File: src/rtl/motoro3_line_monitor.sv
// motoro3_line_monitor: decodes the six bridge gate lines back into the commutation step
// and reports step period, rotation direction, skipped steps and shoot-through.
module motoro3_line_monitor #(
    parameter int STABLE_CYC = 16,
    parameter int PERIOD_W   = 25
) (
    input  logic                clk,
    input  logic                rst,
    input  logic                mAHp,
    input  logic                mALp,
    input  logic                mBHp,
    input  logic                mBLp,
    input  logic                mCHp,
    input  logic                mCLp,
    input  logic [11:0]         holdLen,
    input  logic                faultClr,
    output logic [3:0]          monStep,
    output logic                monValid,
    output logic                monDir,
    output logic [PERIOD_W-1:0] monPeriod,
    output logic                monPeriodVld,
    output logic                monSkip,
    output logic                monShoot
);
    localparam int CW = (STABLE_CYC > 1) ? $clog2(STABLE_CYC) : 1;

    logic [5:0]          r_s1, r_s2;
    logic [11:0]         r_hold [3];
    logic [CW-1:0]       r_cnt;
    logic [3:0]          r_prev;
    logic [PERIOD_W-1:0] r_per;
    logic [2:0]          w_hp, w_lp, w_h, w_l;
    logic [5:0]          w_pat;
    logic [3:0]          w_raw, w_fwd, w_rev;
    logic [CW-1:0]       w_cnt;
    logic                w_accept, w_both_valid, w_shoot;

    // index 2 = phase A, 1 = phase B, 0 = phase C
    assign w_hp = {r_s2[5], r_s2[3], r_s2[1]};
    assign w_lp = {r_s2[4], r_s2[2], r_s2[0]};
    assign w_shoot = |(w_hp & w_lp);

    always_comb begin
        w_h = '0;
        w_l = '0;
        for (int i = 0; i < 3; i++) begin
            w_h[i] = w_hp[i] | (r_hold[i] != 12'd0);
            w_l[i] = ~w_h[i] & w_lp[i];
        end
    end

    assign w_pat = {w_h[2], w_l[2], w_h[1], w_l[1], w_h[0], w_l[0]};

    always_comb begin
        w_raw = 4'hF;
        case (w_pat)
            6'b10_01_00: w_raw = 4'd0;
            6'b10_00_01: w_raw = 4'd1;
            6'b00_10_01: w_raw = 4'd2;
            6'b01_10_00: w_raw = 4'd3;
            6'b01_00_10: w_raw = 4'd4;
            6'b00_01_10: w_raw = 4'd5;
            default:     w_raw = 4'hF;
        endcase
    end

    // a fresh raw value counts as cycle 0 of its stability window
    assign w_cnt        = (w_raw != r_prev) ? '0 : r_cnt;
    assign w_accept     = (w_raw != monStep) && (w_cnt == CW'(STABLE_CYC - 1));
    assign w_fwd        = (monStep == 4'd5) ? 4'd0 : monStep + 4'd1;
    assign w_rev        = (monStep == 4'd0) ? 4'd5 : monStep - 4'd1;
    assign w_both_valid = monValid && (w_raw != 4'hF);

    always_ff @(posedge clk or posedge rst) begin
        if (rst) begin
            r_s1         <= '0;
            r_s2         <= '0;
            for (int i = 0; i < 3; i++) r_hold[i] <= '0;
            r_cnt        <= '0;
            r_prev       <= 4'hF;
            r_per        <= '0;
            monStep      <= 4'hF;
            monValid     <= 1'b0;
            monDir       <= 1'b0;
            monPeriod    <= '0;
            monPeriodVld <= 1'b0;
            monSkip      <= 1'b0;
            monShoot     <= 1'b0;
        end else begin
            r_s1   <= {mAHp, mALp, mBHp, mBLp, mCHp, mCLp};
            r_s2   <= r_s1;
            r_prev <= w_raw;
            for (int i = 0; i < 3; i++)
                r_hold[i] <= w_hp[i] ? holdLen : (r_hold[i] != 12'd0 ? r_hold[i] - 12'd1 : 12'd0);
            r_cnt        <= (w_raw == monStep || w_accept) ? '0 : w_cnt + 1'b1;
            r_per        <= w_accept ? '0 : (&r_per ? r_per : r_per + 1'b1);
            monPeriodVld <= w_accept && w_both_valid;
            monSkip      <= w_accept && w_both_valid && (w_raw != w_fwd) && (w_raw != w_rev);
            monShoot     <= w_shoot | (monShoot & ~faultClr);
            if (w_accept) begin
                monStep  <= w_raw;
                monValid <= (w_raw != 4'hF);
            end
            if (w_accept && w_both_valid) begin
                monPeriod <= &r_per ? r_per : r_per + 1'b1;
                if (w_raw == w_fwd)
                    monDir <= 1'b1;
                else if (w_raw == w_rev)
                    monDir <= 1'b0;
            end
        end
    end
endmodule

File: config.mk
export PLATFORM = sky130hd
export DESIGN_NAME = motoro3_line_monitor
export DESIGN_NICKNAME = d
export VERILOG_FILES = /design/src/rtl/motoro3_line_monitor.sv
export SDC_FILE = /design/constraint.sdc
export NUM_CORES = 1
export LEC_CHECK = 0
export CAP_MARGIN = 20
export CORE_MARGIN = 5
export CORE_UTILIZATION = 40
export DETAILED_ROUTE_END_ITERATION = 16
export PLACE_DENSITY = 0.63
export SLEW_MARGIN = 10
export SYNTH_ARGS = -nofsm -noshare
export SYNTH_HDL_FRONTEND = slang
export SYNTH_SLANG_ARGS = --single-unit
File: constraint.sdc
create_clock -name clk -period 5.53 [get_ports clk]
set_input_delay 0.8295 -clock clk [delete_from_list [all_inputs] [get_ports clk]]
set_output_delay 0.8295 -clock clk [all_outputs]
set_load 0.02 [all_outputs]
==> results list <==
- The flow ran to the end, and the final reports show no timing, DRC or antenna violations.
- Port-buffer cells: 54
* Number of enable-type register cells in the synthesized netlist: 0
- Time the worst path needs with I/O delays and setup: 4620 ps
- Drt first-iter violations: 397
- Setup violations remaining at the end of the flow were counted as 0.
* Unique masters post-synth: 61
- Worst endpoint required time: 5860 ps
- After synthesis, the share of flip-flops with an asynchronous set or reset is 100%.
- In this run the worst path has a maximum fanout of 25.
* Cell Count Post-Placement: 819
- The initial utilization of the core area, before any placement, comes to 40.7%.
* Post-detailed-route wirelength per cell: 15.7 um
* NumNets Final: 684
- Worst slew margin relative to its limit: 45.3%
- The later pin in the worst-skew pair is clocked with a latency of 410 ps.
- Post-CTS sizing: 0
* Maximum capacitance violations: 0
* Unrepaired setup endpoints after global routing: false
- Total length of routed wires: 13.3 mm
- Path type of the worst min-delay path: reg -> reg
* Synth top cells by count: 107 x dfrtp_1, 67 x nand2_1, 60 x nor2_1, 39 x inv_1, 34 x xnor2_1
* Number of vias in the routed layout: 4502
- Depth of the worst hold-timing path: 0
- TritonRoute pass-1 iters: 5
* Post-CTS setup repair buffer count: 0
- Power spread over the standard cell area amounts to 303 nW/um2.
* CTS sink cnt: 115
- On the final layout, the worst clock skew is 13.6 ps.
* Utilization after layout: 49.4%
- CTS placed an instance of clkbuf_16 at the clock tree root.
- Final worst-path cycle share: 83.6%
* Count of antenna diodes in the layout: 0
- After clock tree synthesis, the flow added hold-fix buffers numbering 0.
- Vias in the first global route: 4580
- Dividing the detail-routed via count by the number of cells gives 5.28.
* Clock tree from TritonCTS: done
- Derived from the worst setup path, the maximum achievable clock frequency is 216 MHz.
* HPWL after DPL: 9.54 mm
- Width of the die: 132 um
- DRC violation count after routing: 0
* Count of state elements after synthesis: 115
- Counting every net in the synthesized netlist gives 633.
* Die area: 17300 um2
- Clock transition at the register clock pins on the worst setup and hold paths after CTS: 60 ps
* Leak pwr: 2.99 nW
* Type of element launching the critical path: flop
* # IOs: 55
- Setup TNS: 0 ps
- Synthesis handed over a netlist of 604 instances.
* Cell area after technology mapping: 5920 um2
- The first global-routing pass estimated 22.6 mm of wire.
* Hold violation total from the final report: 0
- The initial antenna violation count is 0.
- During synthesis, Yosys emitted a total of 0 warnings.
- Std cell rows: 44
- R2r worst-path depth: 15
- Maximum resistive drop on vdd: 0.237 mV
- In this run the remaining antenna-violating nets after routing total 0.
- Type of element capturing the critical path: flop
- Final Wtd Congestion: 0.885
- The worst setup path is of the reg -> reg kind.
* Critical Path AT: 4960 ps
* Total routing usage reported by global routing: 15.6%
- The number of max-slew violations in the final report is 0.
* Share of the yosys chip area belonging to registers: 48.8%
- Among all flip-flop cells after synthesis, the most frequent one is dfrtp_1.
- Buffers from clock root to sink, at most: 2
- Core Area: 14500 um2
- Chip height: 132 um
- In this run the biggest area consumer among cell types represents 45.2% of the synthesized area.
- Summing all multi-input logic gate instances after layout gives 2750 um2.
- Fraction of layout instances using a drive strength above 1: 8.98%
* TritonCTS Buffers: 17
* Dominant cell by count in the synthesized netlist: dfrtp_1
- In this run the number of H-tree levels came out at 4.
* Area leader, netlist: dfrtp_1
- The total overflow left after global routing is 0.
- Relative to the synthesized area, the layout overhead comes to 21.3%.
- By area the synthesized netlist is led by dfrtp_1 45%, xnor2_1 5.0%, mux2i_1 4.6%.
- Area taken by flip-flops and latches: 2890 um2
- Maximum number of pins on one net before global-route repair: 88
- Fill cells in the final layout number 1357.
- For the pin with the worst max-slew slack, the measured transition is 820 ps.
- In this run the mean area of a mapped cell was 9.80 um2.
- Excluding fillers, the count of instances in the completed layout stands at 852.
==> kinds of logic (layout without fill, tap and decap cells) <==
| family | count (synthesis) | in the layout | synth area share, % |
|---|---|---|---|
| compound gates | 85 | 85 | 9.51 |
| fa+ha+maj | 8 | 8 | 1.69 |
| buf+inv | 64 | 128 | 4.78 |
| mux | 30 | 30 | 5.14 |
| xor+xnor | 57 | 57 | 8.43 |
| simple gates | 245 | 245 | 21.7 |
| flops | 115 | 115 | 48.8 |
==> worst paths after layout <==
check / from / to / slack [ps]
worst max-delay path: r_hold[12]$_DFF_PP0_ / monPeriod[23]$_DFFE_PP0P_ / 910
worst min-delay path: r_s1[2]$_DFF_PP0_ / r_s2[2]$_DFF_PP0_ / 350
worst max register to register: r_hold[12]$_DFF_PP0_ / monPeriod[23]$_DFFE_PP0P_ / 910
worst min register to register: r_s1[2]$_DFF_PP0_ / r_s2[2]$_DFF_PP0_ / 350
max in group asynchronous: rst / r_prev[0]$_DFF_PP1_ / 4100
min in group asynchronous: rst / monPeriod[17]$_DFFE_PP0P_ / 720
==> cell usage in the layout, fill, tap and decap left out, types with 3 or more instances in the layout <==
| master | instances |
|---|---|
| xor2_1 | 23 |
| a211oi_1 | 5 |
| nand3_1 | 14 |
| or3_1 | 6 |
| nand3b_1 | 4 |
| o31ai_1 | 12 |
| nor2b_1 | 3 |
| dfrtp_1 | 107 |
| inv_6 | 7 |
| and4_1 | 4 |
| a21o_1 | 3 |
| mux2i_1 | 27 |
| a21oi_1 | 12 |
| inv_1 | 38 |
| or2_2 | 3 |
| nand2_1 | 67 |
| nand2b_1 | 6 |
| a22o_1 | 4 |
| xnor2_1 | 34 |
| clkdlybuf4s50_1 | 54 |
| o21ai_0 | 31 |
| ha_1 | 8 |
| nor4_4 | 3 |
| nand4_1 | 8 |
| and3_1 | 12 |
| mux2_2 | 3 |
| and2_1 | 8 |
| nor3b_1 | 3 |
| nand4b_1 | 3 |
| dfstp_2 | 8 |
| or4_1 | 3 |
| nor2_1 | 60 |
| clkbuf_16 | 17 |
| nor3_1 | 22 |
| nor4_1 | 6 |
==> layer usage <==
| layer | share of wire, % | routed length (um) | vias up | GRT usage, % |
|---|---|---|---|---|
| met1 | 46 | 6110 | 2185 | 20.4 |
| met4 | 1.6 | 217 | 0 | 5.43 |
| met5 | 0 | 0 | - | 0 |
| met2 | 49 | 6520 | 108 | 25.5 |
| li1 | - | - | 2184 | - |
| met3 | 3.8 | 502 | 25 | 3.67 |
==> final cells by class <==
class	instances	share of cell area [%]
inverters	39	2.07
clock inverters	14	1.99
flip-flops and latches	115	40.2
multi-input cells	425	38.3
well taps	184	3.21
clock buffers	18	6.12
repair buffers	57	8.12
==> power by group <==
group          internal (mW)  switching [mW]  total, mW  leakage, nW
clock network          0.645           0.437       1.08        0.283
registers              0.880          0.0500      0.930         1.47
logic                 0.0747          0.0869      0.162         1.24
==> state kept, by name, summed over array words and instances (netlist names) <==
register and count:
monShoot 1, r_s1 6, r_s2 6, monPeriod 25
monPeriodVld 1, r_cnt 4, r_hold 36, r_prev 4
monStep 4, monDir 1, monValid 1, monSkip 1
r_per 25
==> worst max-delay path: stages, from the launching register on <==
cell and delay [ps]:
dfrtp_1 400, inv_1 90, ha_1 150, or3b_1 400, nor4_4 660, nand4_1 190, or2_1 270, o21a_1 180
mux2_2 310, nor4_4 330, and2_1 190, ha_1 200, and3_1 200, and3_1 200, and3_4 480, mux2i_1 260
==> metrics by stage <==
stage	hold slack, ps	instance area, um2	setup WS, ps	power, mW
after floorplan	331	5920	1570	1.05
after global placement	334	6570	1090	1.10
after detailed placement	336	6570	908	1.10
after CTS	349	7150	887	2.19
after global routing	354	7180	528	2.26
final	350	7180	906	2.17
No activity file was read; power rests on OpenSTA's default activity.
